[src/rtl/cpu_pkg.sv]
`default_nettype none
// ============================================================================
// Module   : cpu_pkg
// Brief    : Shared types and constants for the CPU core and its fetch unit.
// Revision : 1.0 - initial release
// ============================================================================
package cpu_pkg;

    localparam int INSTR_W = 16;
    localparam int ADDR_W  = 8;
    localparam int BYTE_W  = 8;

    // Fetch sequencer states
    typedef enum logic [1:0] {
        FETCH_HI = 2'd0,
        FETCH_LO = 2'd1,
        DRAIN    = 2'd2
    } fetch_state_t;

    // One buffered instruction together with the address of its high byte
    typedef struct packed {
        logic [ADDR_W-1:0]  pc;
        logic [INSTR_W-1:0] instr;
    } fetch_entry_t;

    // Opcode field (instr[15:12]) values decoded by the core
    localparam logic [3:0] OP_NOP  = 4'h0;
    localparam logic [3:0] OP_LDI  = 4'h1;
    localparam logic [3:0] OP_ADD  = 4'h2;
    localparam logic [3:0] OP_SUB  = 4'h3;
    localparam logic [3:0] OP_LD   = 4'h4;
    localparam logic [3:0] OP_ST   = 4'h5;
    localparam logic [3:0] OP_JMP  = 4'h8;
    localparam logic [3:0] OP_BEQ  = 4'h9;
    localparam logic [3:0] OP_HALT = 4'hF;

endpackage
`default_nettype wire

[src/rtl/instr_fifo.sv]
`default_nettype none
// ============================================================================
// Module   : instr_fifo
// Brief    : Small power-of-two FIFO of {pc, instr} entries with flush.
// Revision : 1.0 - initial release
// ============================================================================
module instr_fifo
    import cpu_pkg::*;
#(
    parameter int DEPTH = 4
) (
    input  logic                     clk,
    input  logic                     rst,
    input  logic                     i_push,
    input  fetch_entry_t             i_push_data,
    input  logic                     i_pop,
    input  logic                     i_flush,
    output fetch_entry_t             o_head,
    output logic                     o_valid,
    output logic [$clog2(DEPTH):0]   o_count
);

    localparam int PW = $clog2(DEPTH);

    fetch_entry_t       r_mem [DEPTH];
    logic [PW-1:0]      r_wr_ptr;
    logic [PW-1:0]      r_rd_ptr;
    logic [PW:0]        r_count;

    // Storage write; a flush in the same cycle wins over the push
    always_ff @(posedge clk) begin
        if (i_push && !i_flush) begin
            r_mem[r_wr_ptr] <= i_push_data;
        end
    end

    // Pointers and occupancy; pointers wrap naturally since DEPTH is 2^PW
    always_ff @(posedge clk or posedge rst) begin
        if (rst) begin
            r_wr_ptr <= '0;
            r_rd_ptr <= '0;
            r_count  <= '0;
        end else if (i_flush) begin
            r_wr_ptr <= '0;
            r_rd_ptr <= '0;
            r_count  <= '0;
        end else begin
            if (i_push) begin
                r_wr_ptr <= r_wr_ptr + 1'b1;
            end
            if (i_pop) begin
                r_rd_ptr <= r_rd_ptr + 1'b1;
            end
            case ({i_push, i_pop})
                2'b10:   r_count <= r_count + 1'b1;
                2'b01:   r_count <= r_count - 1'b1;
                default: r_count <= r_count;
            endcase
        end
    end

    assign o_head  = r_mem[r_rd_ptr];
    assign o_valid = (r_count != '0);
    assign o_count = r_count;

endmodule
`default_nettype wire

[src/rtl/instr_fetch_unit.sv]
`default_nettype none
// ============================================================================
// Module   : instr_fetch_unit
// Brief    : Fetches 16-bit big-endian instructions from byte memory into a
//            FIFO feeding the core; supports redirect flush and halt.
// Revision : 1.0 - initial release
// ============================================================================
module instr_fetch_unit
    import cpu_pkg::*;
#(
    parameter int          DEPTH    = 4,
    parameter logic [7:0]  RESET_PC = 8'h00
) (
    input  logic                     clk,
    input  logic                     rst,
    output logic                     imem_req,
    output logic [ADDR_W-1:0]        imem_addr,
    input  logic [BYTE_W-1:0]        imem_rdata,
    input  logic                     imem_ready,
    output logic                     instr_valid,
    output logic [INSTR_W-1:0]       instr,
    output logic [ADDR_W-1:0]        instr_pc,
    input  logic                     instr_ready,
    input  logic                     redirect_valid,
    input  logic [ADDR_W-1:0]        redirect_pc,
    input  logic                     halt,
    output logic [$clog2(DEPTH):0]   fifo_count
);

    localparam int          CW      = $clog2(DEPTH) + 1;
    localparam logic [CW:0] C_DEPTH = (CW+1)'(DEPTH);

    fetch_state_t       r_state;
    fetch_state_t       w_state_nxt;
    logic               r_req;
    logic               w_req_nxt;
    logic [ADDR_W-1:0]  r_addr;
    logic [ADDR_W-1:0]  w_addr_nxt;
    logic [ADDR_W-1:0]  r_fetch_pc;
    logic [ADDR_W-1:0]  w_fetch_pc_nxt;
    logic [BYTE_W-1:0]  r_hi;
    logic [BYTE_W-1:0]  w_hi_nxt;

    logic               w_xfer;
    logic               w_push;
    logic               w_pop;
    logic               w_valid;
    logic [CW-1:0]      w_count;
    logic [CW:0]        w_occ;
    logic               w_can_start;
    fetch_entry_t       w_push_data;
    fetch_entry_t       w_head;

    assign w_xfer      = r_req & imem_ready;
    assign w_push      = (r_state == FETCH_LO) & w_xfer & ~redirect_valid;
    assign w_pop       = instr_ready & w_valid;
    assign w_push_data = {r_fetch_pc, r_hi, imem_rdata};

    // Slot reservation: the entry being pushed now counts as occupied and a
    // same-cycle pop is not yet treated as freeing a slot
    assign w_occ       = {1'b0, w_count} + {{CW{1'b0}}, w_push};
    assign w_can_start = ~halt & (w_occ < C_DEPTH);

    // State and memory-interface registers
    always_ff @(posedge clk or posedge rst) begin
        if (rst) begin
            r_state    <= FETCH_HI;
            r_req      <= 1'b0;
            r_addr     <= '0;
            r_fetch_pc <= RESET_PC;
            r_hi       <= '0;
        end else begin
            r_state    <= w_state_nxt;
            r_req      <= w_req_nxt;
            r_addr     <= w_addr_nxt;
            r_fetch_pc <= w_fetch_pc_nxt;
            r_hi       <= w_hi_nxt;
        end
    end

    // Next-state and next request; redirect has priority over everything
    always_comb begin
        w_state_nxt    = r_state;
        w_req_nxt      = r_req;
        w_addr_nxt     = r_addr;
        w_fetch_pc_nxt = r_fetch_pc;
        w_hi_nxt       = r_hi;
        if (redirect_valid) begin
            w_fetch_pc_nxt = redirect_pc & 8'hFE;
            w_hi_nxt       = '0;
            if (r_req && !imem_ready) begin
                // Request must stay up until memory accepts it
                w_state_nxt = DRAIN;
            end else begin
                w_state_nxt = FETCH_HI;
                w_req_nxt   = 1'b0;
            end
        end else begin
            case (r_state)
                FETCH_HI: begin
                    if (r_req) begin
                        if (imem_ready) begin
                            w_hi_nxt    = imem_rdata;
                            w_state_nxt = FETCH_LO;
                            w_addr_nxt  = r_fetch_pc + 8'd1;
                        end
                    end else if (w_can_start) begin
                        w_req_nxt  = 1'b1;
                        w_addr_nxt = r_fetch_pc;
                    end
                end
                FETCH_LO: begin
                    if (w_xfer) begin
                        w_fetch_pc_nxt = r_fetch_pc + 8'd2;
                        w_state_nxt    = FETCH_HI;
                        // Back-to-back hi fetch keeps one instruction per 2 cycles
                        w_req_nxt      = w_can_start;
                        if (w_can_start) begin
                            w_addr_nxt = r_fetch_pc + 8'd2;
                        end
                    end
                end
                DRAIN: begin
                    if (w_xfer) begin
                        w_state_nxt = FETCH_HI;
                        w_req_nxt   = 1'b0;
                    end
                end
                default: begin
                    w_state_nxt = FETCH_HI;
                    w_req_nxt   = 1'b0;
                end
            endcase
        end
    end

    instr_fifo #(
        .DEPTH (DEPTH)
    ) u_fifo (
        .clk         (clk),
        .rst         (rst),
        .i_push      (w_push),
        .i_push_data (w_push_data),
        .i_pop       (w_pop),
        .i_flush     (redirect_valid),
        .o_head      (w_head),
        .o_valid     (w_valid),
        .o_count     (w_count)
    );

    assign imem_req    = r_req;
    assign imem_addr   = r_addr;
    assign instr_valid = w_valid;
    assign instr       = w_head.instr;
    assign instr_pc    = w_head.pc;
    assign fifo_count  = w_count;

endmodule
`default_nettype wire

[config.mk]
export PLATFORM = sky130hd
export DESIGN_NAME = instr_fetch_unit
export DESIGN_NICKNAME = d
export VERILOG_FILES = /design/src/rtl/cpu_pkg.sv /design/src/rtl/instr_fifo.sv /design/src/rtl/instr_fetch_unit.sv
export SDC_FILE = /design/constraint.sdc
export NUM_CORES = 1
export LEC_CHECK = 0
export BUFFER_PORTS_ARGS = -buffer_cell sky130_fd_sc_hd__buf_4
export CAP_MARGIN = 40
export CELL_PAD_IN_SITES_DETAIL_PLACEMENT = 1
export CELL_PAD_IN_SITES_GLOBAL_PLACEMENT = 2
export CORE_ASPECT_RATIO = 0.75
export CORE_MARGIN = 5
export CORE_UTILIZATION = 43
export CTS_CLUSTER_DIAMETER = 200
export DETAILED_ROUTE_END_ITERATION = 6
export GPL_TIMING_DRIVEN = 0
export PLACE_DENSITY = 0.86
export SETUP_SLACK_MARGIN = 0.02
export SLEW_MARGIN = 20
export SYNTH_ARGS = -nofsm -noshare
export SYNTH_HDL_FRONTEND = slang
export SYNTH_HIERARCHICAL = 1
export SYNTH_SLANG_ARGS = --single-unit
[constraint.sdc]
create_clock -name clk -period 3.1 [get_ports clk]
set_clock_uncertainty 0.1 [all_clocks]
set_input_delay 0.465 -clock clk [delete_from_list [all_inputs] [get_ports clk]]
set_output_delay 0.465 -clock clk [all_outputs]
set_load 0.005 [all_outputs]
==> results of run 1 <==
how the worst min path moves through the flow:
stage / from / end / slack, ns / depth (start not counted)
floorplan: rst / u_fifo/o_count[0] / 0.17 / 1
global placement: rst / u_fifo/r_wr_ptr[0] / 0.33 / 2
detailed placement: rst / u_fifo/r_wr_ptr[0] / 0.34 / 2
CTS: redirect_pc[2] / r_fetch_pc[2] / 0.15 / 3
global route: imem_rdata[0] / u_fifo/r_mem[3][0] / 0.14 / 1
finish: redirect_pc[2] / r_fetch_pc[2] / 0.16 / 3
worst register-to-register path, cell delays in order (launching register included):
cell,delay (ns)
dfrtp_1,0.41
inv_1,0.09
ha_1,0.16
buf_4,0.18
inv_2,0.09
nor3_1,0.18
buf_2,0.22
nor2b_1,0.26
and2_2,0.66
state kept, by name, indices dropped and copies added, names as in the netlist:
signal and flops:
imem_addr 8, imem_req 1, r_fetch_pc 7, r_hi 8, r_state 2, u_fifo/o_count 3, u_fifo/r_mem 96, u_fifo/r_rd_ptr 2
u_fifo/r_wr_ptr 2
cell usage after synthesis (7+ instances only):
cell type,count,area share
mux4_2,18,0.075
dfrtp_1,33,0.15
nand2_1,15,0.010
nor2_1,19,0.013
ha_1,8,0.019
o21ai_0,7,0.0065
edfxtp_1,96,0.54
mux2i_1,11,0.020
xnor2_1,9,0.015
mux2_4,7,0.020
xor2_1,8,0.013
what timing repair did:
action	in CTS	in global routing
hold buffers	1	0
resized for setup	0	0
hold endpoints to repair	7	0
power by group through the flow:
stage | registers, mW | logic (mW) | clock network [mW]
finish | 2.09 | 1.18 | 2.12
CTS | 2.10 | 1.21 | 2.17
global placement | 2.12 | 1.17 | 0
global route | 2.12 | 1.29 | 2.26
detailed placement | 2.13 | 1.19 | 0
floorplan | 2.11 | 0.765 | 0
layout make-up:
type                    instances  area share
plain buffers                  15      0.0174
clock buffers                  19      0.0678
clock inverters                13      0.0275
inverters                       7     0.00393
multi-input cells             154       0.232
flip-flops and latches        129       0.555
well taps                     166      0.0311
repair buffers                 58      0.0655
routing by layer:
metal / vias to the layer above / part of all wire
li1: 1310 / -
met1: 1490 / 0.45
met2: 77 / 0.50
met3: 8 / 0.049
met4: 0 / 0.0060
met5: - / 0
through the flow:
stage,instance area (µm²),hold WS (ns),cells,total power [mW]
2_1_floorplan,5400,0.168,305,2.87
3_3_place_gp,6030,0.328,528,3.28
3_5_place_dp,6040,0.344,528,3.32
4_1_cts,6680,0.147,561,5.48
5_1_grt,6680,0.140,561,5.66
6_report,6680,0.159,561,5.40
cell families after synthesis:
| logic type | share of synthesized area |
|---|---|
| flip-flops | 0.689 |
| AND/OR/NAND/NOR | 0.0609 |
| multiplexers | 0.147 |
| buffers and inverters | 0.0265 |
| AO/OA/AOI/OAI | 0.0267 |
| XOR/XNOR | 0.0277 |
| adder cells (fa/ha/maj) | 0.0223 |
| other | 0.000696 |
==> flow_metrics.env, run 1 <==
export IMPL_status="finished clean"
export IMPL_fin_util=0.545
export IMPL_rrSetupSlack_ns=0.35
export IMPL_regArea_um2=3710
export IMPL_final_nets=413
export IMPL_layout_common_cells="edfxtp_1 (96), buf_4 (60), dfrtp_1 (33), nor2_1 (19), mux4_2 (18)"
export IMPL_cts_tree="built"
export IMPL_antenna_found_initial=0
export IMPL_fin_tns_setup_ns=0
export IMPL_coreArea_um2=12300
export IMPL_diodes=0
export IMPL_final_common_cell="edfxtp_1"
export IMPL_rr_endpoint="u_fifo/r_mem[0][5]"
export IMPL_avgSynthCellArea_um2=17.8
export IMPL_required_ns=3.04
export IMPL_switchingPower_mw=1.36
export IMPL_switching_share=0.251
export IMPL_synth_area_um2=5390
export IMPL_drt_iter0_markers=142
export IMPL_combPwrFrac=0.219
export IMPL_synth_ff_latch_count=129
export IMPL_crit_start="r_state[1]"
export IMPL_post_cts_buffers=0
export IMPL_ys_warn_count=6
export IMPL_clockPowerShare=0.393
export IMPL_reg2reg_depth=8
export IMPL_grt_max_degree=27
export IMPL_cts_clk_slew_worst_paths_ns=0.06
export IMPL_cts_buffers=17
export IMPL_grtUsageTotal=0.166
export IMPL_dp_hpwl_mm=6.96
export IMPL_r2r_start="r_state[1]"
export IMPL_power_density_nw_per_um2=808
export IMPL_crit_arrival_ns=2.69
export IMPL_crit_path_max_fanout=24
export IMPL_cts_sinks=129
export IMPL_busiest_layer="met2"
export IMPL_clock_path_buffers=2
export IMPL_synth_seq_area_share=0.689
export IMPL_crit_family="simple AND/OR/NAND/NOR gates"
export IMPL_endpoint_kind="register"
export IMPL_worstSetupPathType="register to register"
export IMPL_area_growth_syn_to_layout_pct=24.1
export IMPL_drt_total_wl_mm=11.4
export IMPL_firstDrtPassIters=4
export IMPL_timing_final_crit_share=0.886
export IMPL_max_slew_margin=0.524
export IMPL_post_drt_via_cell_ratio=5.14
export IMPL_synth_edf_count=96
export IMPL_fin_crit_ns=2.75
export IMPL_setup_ws_ns=0.353
export IMPL_crit_buf_inv=4
export IMPL_report_final_slew_viol_count=0
export IMPL_place_congestion=0.771
export IMPL_numPortBuffers=57
export IMPL_hold_class="primary input to register"
export IMPL_p_leak_nw=2.55
export IMPL_seq_power_share=0.388
export IMPL_overflow=0
export IMPL_drive_gt1_frac=0.365
export IMPL_vias=2885
export IMPL_worst_slew_pin_slew_ns=0.714
export IMPL_crit_chain="inv_1 -> ha_1 -> buf_4 -> inv_2 -> nor3_1 -> buf_2 -> nor2b_1 -> and2_2"
export IMPL_ioPinCount=59
export IMPL_cts_htree_levels=4
export IMPL_grt_use_met1=0.219
export IMPL_rsz0062_at_grt="false"
export IMPL_die_w_um=139
export IMPL_cp_depth=8
export IMPL_wire_per_inst_um=20.3
export IMPL_max_cap_violations=0
export IMPL_rows=35
export IMPL_initial_core_util=0.439
export IMPL_clockRootBuffer="clkbuf_16"
export IMPL_syn_inst=302
export IMPL_use_met3=0.0535
export IMPL_die_y_um=107
export IMPL_peakVddDrop_mv=0.458
export IMPL_grt_pass1_wl_mm=18.4
export IMPL_synth_ff_type="edfxtp_1"
export IMPL_die_area_um2=14900
export IMPL_finalHoldViolations=0
export IMPL_synth_distinct_cells=44
export IMPL_final_antenna_net_count=0
export IMPL_start_kind="register"
export IMPL_multi_input_area_um2=1550
export IMPL_clkLatencyLatePin_ns=0.41
export IMPL_max_freq_ghz=0.364
export IMPL_p_int_mw=4.04
export IMPL_crit_end="u_fifo/r_mem[0][5]"
export IMPL_cpPeakStageDelay_ns=0.66
export IMPL_grt_pass1_vias=3174
export IMPL_n_fill_cell=1141
export IMPL_dpl_worst_slack_ns=0.299
export IMPL_finalSetupViolCount=0
export IMPL_synthArstFlopShare=0.256
export IMPL_gr_usage_met2=0.269
export IMPL_critPathSlowestCell="and2_2"
export IMPL_drc=0
(Power assumes the default switching activity.)
==> inputs of run 2 (changes only) <==
--- a/config.mk
+++ b/config.mk
@@ -7,15 +7,11 @@
 export LEC_CHECK = 0
 export BUFFER_PORTS_ARGS = -buffer_cell sky130_fd_sc_hd__buf_4
 export CAP_MARGIN = 40
-export CELL_PAD_IN_SITES_DETAIL_PLACEMENT = 1
-export CELL_PAD_IN_SITES_GLOBAL_PLACEMENT = 2
-export CORE_ASPECT_RATIO = 0.75
-export CORE_MARGIN = 5
-export CORE_UTILIZATION = 43
+export CORE_UTILIZATION = 58
 export CTS_CLUSTER_DIAMETER = 200
 export DETAILED_ROUTE_END_ITERATION = 6
 export GPL_TIMING_DRIVEN = 0
-export PLACE_DENSITY = 0.86
+export PLACE_DENSITY = 0.87
 export SETUP_SLACK_MARGIN = 0.02
 export SLEW_MARGIN = 20
 export SYNTH_ARGS = -nofsm -noshare
==> run 2 against run 1 <==
The flow now finishes with violations (design-rule violations). Final cell count decreased by 10%. Cell area decreased by 2.0%. Register-to-register slack improved by 0.05 ns. Power decreased by 6.5%. Combinational power about the same. Critical endpoint is now u_fifo/r_mem[1][6]. Sequential power about the same.
==> flow_metrics.env, run 2 (synthesis results as in run 1) <==
export IMPL_status="finished, violations left"
export IMPL_violations="design-rule violations"
export IMPL_cts_buffers=17
export IMPL_largest_reg_flops=96
export IMPL_ioPinCount=59
export IMPL_required_ns=3.13
export IMPL_coreArea_um2=8850
export IMPL_holdPathEnd="r_fetch_pc[1]"
export IMPL_fin_crit_ns=2.70
export IMPL_cts_sinks=129
export IMPL_cts_clk_slew_worst_paths_ns=0.06
export IMPL_die_y_um=98.4
export IMPL_antenna_found_initial=0
export IMPL_start_kind="register"
export IMPL_crit_path_max_fanout=24
export IMPL_initial_core_util=0.609
export IMPL_placed_cells=471
export IMPL_report_final_slew_viol_count=0
export IMPL_grtUsageTotal=0.218
export IMPL_vias=2858
export IMPL_finalHoldViolations=0
export IMPL_post_cts_buffers=0
export IMPL_placed_cell_area_um2=5990
export IMPL_diodes=0
export IMPL_die_w_um=98.4
export IMPL_rsz0062_at_grt="false"
export IMPL_die_area_um2=9670
export IMPL_max_cap_violations=0
export IMPL_cts_tree="built"
export IMPL_max_freq_ghz=0.370
export IMPL_rows=34
export IMPL_clkLatencyLatePin_ns=0.51
export IMPL_design_area_um2=6550
export IMPL_layout_common_cells="edfxtp_1 (96), buf_4 (60), dfrtp_1 (33), nor2_1 (19), mux4_2 (18)"
export IMPL_worst_slew_pin_slew_ns=0.708
export IMPL_worstSetupPathType="register to register"
export IMPL_n_fill_cell=516
export IMPL_drc=5
export IMPL_min_path_cells=3
export IMPL_dp_hpwl_mm=5.89
export IMPL_peakVddDrop_mv=0.530
export IMPL_final_nets=414
export IMPL_hold_buffers=1
export IMPL_grt_max_degree=25
export IMPL_fin_cells=504
export IMPL_hp_start="redirect_pc[1]"
export IMPL_reg2reg_depth=8
export IMPL_grt_pass1_wl_mm=15.2
export IMPL_final_antenna_net_count=0
export IMPL_regMostFlops="u_fifo/r_mem"
export IMPL_firstDrtPassIters=7
export IMPL_timing_final_crit_share=0.871
export IMPL_crit_arrival_ns=2.73
export IMPL_post_cts_resized=0
export IMPL_place_congestion=0.859
export IMPL_drt_total_wl_mm=9.52
export IMPL_rrSetupSlack_ns=0.40
export IMPL_fin_util=0.741
export IMPL_clock_path_buffers=2
export IMPL_final_common_cell="edfxtp_1"
export IMPL_p_leak_nw=2.51
export IMPL_p_total_mw=5.05
export IMPL_numPortBuffers=57
export IMPL_fin_tns_setup_ns=0
export IMPL_cts_htree_levels=4
export IMPL_wire_per_inst_um=18.9
export IMPL_grt_pass1_vias=2942
export IMPL_max_slew_margin=0.528
export IMPL_area_growth_syn_to_layout_pct=21.7
export IMPL_drive_gt1_frac=0.361
export IMPL_endpoint_kind="register"
export IMPL_r2r_start="r_state[1]"
export IMPL_overflow=0
export IMPL_power_density_nw_per_um2=770
export IMPL_post_drt_via_cell_ratio=5.67
export IMPL_drt_iter0_markers=123
export IMPL_finalSetupViolCount=0
export IMPL_clockRootBuffer="clkbuf_8"
export IMPL_hold_class="primary input to register"
export IMPL_rr_endpoint="u_fifo/r_mem[1][6]"
==> run 2: cell count changes in the layout (fill, tap and decap cells not counted), sizes merged <==
cell      before  now
clkinv         5    2
bufinv         4    1
inv            8   12
clkinvlp       3    6
buf           69   70
clkbuf        22   21
==> run 2: metal layers <==
layer | up-vias | track usage | routed length (µm)
met5 | - | 0 | 0
met4 | 0 | 0.0769 | 52
met3 | 4 | 0.0623 | 455
met2 | 84 | 0.368 | 5120
met1 | 1454 | 0.270 | 3890
li1 | 1316 | - | -
==> run 2: where the power goes <==
part	internal, mW	total [mW]	switching (mW)	leakage (nW)
Sequential	1.99	2.09	0.102	1.28
Combinational	0.672	1.16	0.490	0.973
Clock	1.07	1.80	0.727	0.251
==> run 2: through the flow <==
step           setup WS [ns]  hold slack, ns
2_1_floorplan          0.620           0.168
3_3_place_gp        -0.00152           0.328
3_5_place_dp           0.371           0.333
4_1_cts                0.412          0.0402
5_1_grt                0.204          0.0342
6_report               0.401          0.0602
==> run 2: area by class of cell <==
class,instances,area (µm²),area share
well taps,108,135,0.0206
clock buffers,18,418,0.0638
inverters,7,26.3,0.00401
flip-flops and latches,129,3710,0.566
clock inverters,14,133,0.0202
repair buffers,59,465,0.0710
plain buffers,15,116,0.0178
multi-input cells,154,1550,0.237
==> run 2: critical path, cell delays in order, from the launching register on <==
cell and delay [ns]:
dfrtp_1 0.39, inv_1 0.08, ha_1 0.17, buf_4 0.20
inv_2 0.09, nor3_1 0.18, buf_2 0.23, nor2b_1 0.23
and2_2 0.65
==> run 2: how the worst max path moves through the flow <==
stage / start / cells after the start / end / slack, ns
finish: r_state[1] / 8 / u_fifo/r_mem[1][6] / 0.40
global route: r_state[1] / 8 / u_fifo/r_mem[0][13] / 0.20
floorplan: r_state[1] / 8 / u_fifo/r_mem[0][0] / 0.62
detailed placement: redirect_valid / 7 / u_fifo/r_mem[1][6] / 0.37
global placement: redirect_valid / 7 / u_fifo/r_mem[0][14] / -0.002
CTS: r_state[1] / 8 / u_fifo/r_mem[1][6] / 0.41
